File: src/rtl/key_debounce.sv
// Push-button debouncer: two-flop synchroniser, then a filter FSM that accepts a press
// or release only after CNT_MAX+1 consecutive samples at the new level. It emits a
// one-cycle flag per press, a one-cycle release_flag per release, and a debounced level.
module key_debounce #(
    parameter int unsigned CNT_MAX = 1_000_000,
    parameter int unsigned CNT_W   = 20
) (
    input  logic clk,
    input  logic rst_n,
    input  logic key_in,
    output logic flag,
    output logic release_flag,
    output logic key_state
);

    typedef enum logic [1:0] {
        StIdle,
        StPressFilter,
        StDown,
        StReleaseFilter
    } state_e;

    // Last count value of a filter window; the window completes when cnt reaches it.
    localparam logic [CNT_W-1:0] CntLast = CNT_W'(CNT_MAX - 1);

    logic             sync1_q;
    logic             key_sync_q;
    state_e           state_q, state_d;
    logic [CNT_W-1:0] cnt_q, cnt_d;
    logic             flag_q, flag_d;
    logic             release_q, release_d;
    logic             key_state_q, key_state_d;

    // Synchronise the asynchronous key; idle level is high (released).
    always_ff @(posedge clk or negedge rst_n) begin
        if (!rst_n) begin
            sync1_q    <= 1'b1;
            key_sync_q <= 1'b1;
        end else begin
            sync1_q    <= key_in;
            key_sync_q <= sync1_q;
        end
    end

    // FSM, filter counter and registered outputs.
    always_ff @(posedge clk or negedge rst_n) begin
        if (!rst_n) begin
            state_q     <= StIdle;
            cnt_q       <= '0;
            flag_q      <= 1'b0;
            release_q   <= 1'b0;
            key_state_q <= 1'b1;
        end else begin
            state_q     <= state_d;
            cnt_q       <= cnt_d;
            flag_q      <= flag_d;
            release_q   <= release_d;
            key_state_q <= key_state_d;
        end
    end

    // Next-state logic; the bounce check is evaluated before the count check.
    always_comb begin
        state_d     = state_q;
        cnt_d       = cnt_q;
        flag_d      = 1'b0;
        release_d   = 1'b0;
        key_state_d = key_state_q;
        unique case (state_q)
            StIdle: begin
                if (!key_sync_q) begin
                    state_d = StPressFilter;
                    cnt_d   = '0;
                end
            end
            StPressFilter: begin
                if (key_sync_q) begin
                    state_d = StIdle;
                    cnt_d   = '0;
                end else if (cnt_q == CntLast) begin
                    state_d     = StDown;
                    cnt_d       = '0;
                    flag_d      = 1'b1;
                    key_state_d = 1'b0;
                end else begin
                    cnt_d = cnt_q + CNT_W'(1);
                end
            end
            StDown: begin
                if (key_sync_q) begin
                    state_d = StReleaseFilter;
                    cnt_d   = '0;
                end
            end
            StReleaseFilter: begin
                if (!key_sync_q) begin
                    state_d = StDown;
                    cnt_d   = '0;
                end else if (cnt_q == CntLast) begin
                    state_d     = StIdle;
                    cnt_d       = '0;
                    release_d   = 1'b1;
                    key_state_d = 1'b1;
                end else begin
                    cnt_d = cnt_q + CNT_W'(1);
                end
            end
            default: begin
                state_d = StIdle;
                cnt_d   = '0;
            end
        endcase
    end

    assign flag         = flag_q;
    assign release_flag = release_q;
    assign key_state    = key_state_q;

endmodule

File: config.mk
export PLATFORM = sky130hd
export DESIGN_NAME = key_debounce
export DESIGN_NICKNAME = d
export VERILOG_FILES = /design/src/rtl/key_debounce.sv
export SDC_FILE = /design/constraint.sdc
export NUM_CORES = 1
export LEC_CHECK = 0
export CORE_MARGIN = 2
export CORE_UTILIZATION = 63
export CTS_CLUSTER_DIAMETER = 100
export DETAILED_ROUTE_END_ITERATION = 10
export PLACE_DENSITY = 0.82
export SLEW_MARGIN = 30
export SYNTH_ARGS = -nofsm -noshare
export SYNTH_HDL_FRONTEND = slang
export SYNTH_SLANG_ARGS = --single-unit
export TNS_END_PERCENT = 10
File: constraint.sdc
create_clock -name clk -period 3.72 [get_ports clk]
set_input_delay 0.744 -clock clk [delete_from_list [all_inputs] [get_ports clk]]
set_output_delay 0.744 -clock clk [all_outputs]
set_load 0.1 [all_outputs]
==> impl_summary.md <==
Worst setup path
The required time of the worst setup path is just under 3 ns. The maximum fanout along the worst path is 3. The type of the setup path with the least slack is register to output pin.

The worst setup path is launched from a register. The data arrival time of the critical path is about 2.0 ns. In this design, the largest share of critical-path delay is due to buffers and inverters.

Together, buffers and inverters on the worst path number 1. The worst setup path is captured at an output pin. The slowest stage of the critical path belongs to the cell sky130_fd_sc_hd__clkdlybuf4s50_1. The signal on the critical path passes through clkdlybuf4s50_1. On the worst path, the slowest cell contributes a delay of 1.12 ns. Setup slack on the worst reg-to-reg path comes out at 1.36 ns.

Synth
The synthesized design spends more area on one cell type than any other, namely sky130_fd_sc_hd__dfrtp_1. In the synthesized netlist, the number of instances is 150. Summing the areas of all and, or, nand and nor instances in the mapped netlist gives 23.6% of the synthesized area. The average cell area after synthesis is 9.37 um2.

In this run the cell area of the synthesized design comes to 1410 um2. Summing the areas of all compound-gate instances in the mapped netlist gives 18.6% of the synthesized area. In this run, synthesis produced a sequential element count of 27.

The net count after synthesis is roughly 150. The xor and xnor fraction of the mapped netlist area is 3.74%. Yosys attributes the largest share of cell area to sky130_fd_sc_hd__dfrtp_1, sky130_fd_sc_hd__dfstp_2, sky130_fd_sc_hd__nand2_1, sky130_fd_sc_hd__o21ai_0, sky130_fd_sc_hd__a21o_1.

The multiplexer share of the synthesized area is 0%. After synthesis, the share of flip-flops with an asynchronous set or reset is 100%. By area, the combinational part of the netlist is dominated by simple AND/OR/NAND/NOR gates. In the post-synthesis netlist, the cell with the most instances is sky130_fd_sc_hd__dfrtp_1. During synthesis, Yosys emitted a total of 0 warnings. By count the netlist is led by sky130_fd_sc_hd__dfrtp_1, sky130_fd_sc_hd__nand2_1, sky130_fd_sc_hd__o21ai_0.

Summing the areas of all fa, ha and maj instances in the mapped netlist gives less than 1% of the synthesized area. The proportion of synthesized chip area in sequential cells is 48.4%. The dominant register cell in the synthesized netlist is sky130_fd_sc_hd__dfrtp_1. The number of distinct library cells after synthesis is 36.

The synthesized design devotes to its leading area cell type about 43% of total area. The count of flip-flops with a built-in enable after synthesis is 0.

Timing
The share of the cycle needed by the critical path after routing is 73.7%. The setup TNS is 0 ns. The remaining max-slew budget at the tightest pin is 35.7%. Setup repair after global routing left no endpoint under its margin. The final hold violation count is 0. The count of pins over their slew limit was 0.

For the final database, setup skew stands at 0.0107 ns. Derived from the worst setup path, the maximum achievable clock frequency is 365 MHz. The worst path in the final design needs a cycle of approximately 2.7 ns, including I/O delays and setup. For the pin with the worst max-slew slack, the measured transition is 0.962 ns. The final setup violation count is 0.

The post-layout worst setup margin is 0.979 ns.

Global routing
Across every metal layer, demand over resource in global routing totals 24.7%. Entering global routing, the biggest net connects 28 pins. The number of global-route vias before repair is roughly 1,200. The number of antenna violations at the first check in global routing is 0.

The wire length of the first global-routing pass is 4.91 mm. The total overflow left after global routing is 0.

Floorplanning
Measured along the x axis, the die boundary spans 51.2 um. 6 I/O pins were placed. Once the floorplan was initialized, standard cells occupied 64.8% of the core. The core region is between 2000 and 2500 um2. Row generation in the floorplan step produced 17 rows. The vertical die dimension is 51.2 um.

The floorplan step defined a die boundary enclosing 2620 um2.

Placed design
The count of buffers added on input and output ports is 5. The HPWL reported at the end of detailed placement is 1.89 mm. The last weighted congestion value of the routability-driven placer is 0.824. Summing all placed instances gives a cell area of roughly 1400 um2. The post-placement setup slack is 1.34 ns.

Drt
The first routing iteration left 46 violations. In the routed design, unresolved DRC markers number 0. The average detailed-routed wire length per instance is 15.3 um.

The total iterations of the first detailed-routing run is 5. The final antenna-violating net count is 0. The via count of the routed design is 1,130.

In the routed layout, each cell is associated on average with a via count of 6.28. Wires add up to 2.76 mm.

Clock tree
The clock net in this run drives a total of 27 sinks. The deepest level of the CTS H-tree is 1. The count of buffers added by post-CTS timing repair for setup is 0.

For this design, the CTS-stage hold fixing added 0 buffers. TritonCTS built the clock tree. The number of gates resized after CTS was 0. The maximum number of buffers from clock root to sink is 2. TritonCTS created 3 clock buffers.

The cell chosen for the clock root is sky130_fd_sc_hd__clkbuf_4. Clock-pin slew was measured on the worst setup and hold paths at about 0.13 ns. The clock insertion delay at the later pin of the skew report is 0.32 ns.

Run
The number of maximum-capacitance constraint violations is 0.

Outcome
The run finished with clean final reports.

Layout
After routing the design area is approximately 1500 um2. The repair_antennas step left the layout with diodes totalling 0. The share of cells above drive strength 1 is 7.24%. The area added between synthesis and finish is 4.99%.

The post-route core utilization is between 60% and 70%. Counting the fill cells in the layout gives around 170. Summing all multi-input logic gate instances after layout gives 658 um2. The final layout contains 157 nets.

Summing all flip-flop and latch instances after layout gives slightly below 700 um2.

Power and ir drop
The leakage power total is slightly above 0.6 nW. Across the VDD grid, the largest voltage drop is 0.289 mV. Dividing total power by cell area gives a power density of 315 nW/um2.

Hold path
The worst hold path belongs to the class register to register.
## final cells by class
| cell class | instances | share of cell area, % |
|---|---|---|
| repair buffers | 6 | 3.90 |
| clock buffers | 4 | 1.78 |
| well taps | 28 | 2.37 |
| multi-input cells | 110 | 44.6 |
| flip-flops and latches | 27 | 46.1 |
| inverters | 5 | 1.27 |
## routing by layer
layer	track usage, %	vias up	routed length, um
met5	0	-	0
met4	11.8	0	36
met3	2.63	6	156
met2	40.9	43	1330
met1	32.5	532	1230
li1	-	549	-
## report_power, final
part,internal (W),leakage [nW],switching (W),total (W)
Clock,0.0000419,0.0150,0.0000824,0.000124
Combinational,0.0000116,0.236,0.0000215,0.0000330
Sequential,0.000301,0.363,0.00000673,0.000308
Total,0.000355,0.614,0.000111,0.000465
## registers in the layout, summed over array words and instances, names as in the netlist, named ones only
register and count:
cnt_q 20, flag 1, key_state 1, key_sync_q 1
release_flag 1, state_q 1, sync1_q 1
## cells in the final DEF, fill, tap and decap left out, types with 4 or more instances in the layout
cell type / instances
sky130_fd_sc_hd__nand4_1: 6
sky130_fd_sc_hd__a21oi_1: 6
sky130_fd_sc_hd__nor3_1: 4
sky130_fd_sc_hd__nor2_1: 8
sky130_fd_sc_hd__a31oi_1: 7
sky130_fd_sc_hd__o21ai_0: 12
sky130_fd_sc_hd__dfrtp_1: 24
sky130_fd_sc_hd__inv_1: 5
sky130_fd_sc_hd__nand3_1: 7
sky130_fd_sc_hd__and2_1: 4
sky130_fd_sc_hd__clkdlybuf4s50_1: 5
sky130_fd_sc_hd__a21o_1: 6
sky130_fd_sc_hd__nand2_1: 18
## worst reg2reg max path, delay by kind of cell, from the launching register on
kind	cells	cell delay, ns
AO/OA/AOI/OAI	3	1.16
flip-flops	1	0.46
AND/OR/NAND/NOR	2	0.65
## per-stage QoR
stage | instances | hold slack [ns] | total power, W
after floorplan | 150 | 0.345 | 0.000335
after global placement | 176 | 0.346 | 0.000344
after detailed placement | 176 | 0.347 | 0.000346
after CTS | 180 | 0.367 | 0.000467
after global routing | 180 | 0.379 | 0.000481
final | 180 | 0.367 | 0.000465
## worst paths after layout
path	start	endpoint	depth (start not counted)
max in group asynchronous	rst_n	sync1_q	2
hold reg to reg	sync1_q	key_sync_q	0
min in group asynchronous	rst_n	cnt_q[14]	2
setup / recovery	key_state	key_state	1
hold / removal	sync1_q	key_sync_q	0
setup reg to reg	cnt_q[16]	cnt_q[16]	5
## logic make-up (layout without fill, tap and decap cells)
kind of cell,Yosys count,count (layout)
XOR/XNOR,6,6
flip-flops,27,27
buffers and inverters,13,15
AND/OR/NAND/NOR,62,62
AO/OA/AOI/OAI,41,41
adder cells (fa/ha/maj),1,1
No activity file was read; power rests on OpenSTA's default activity.
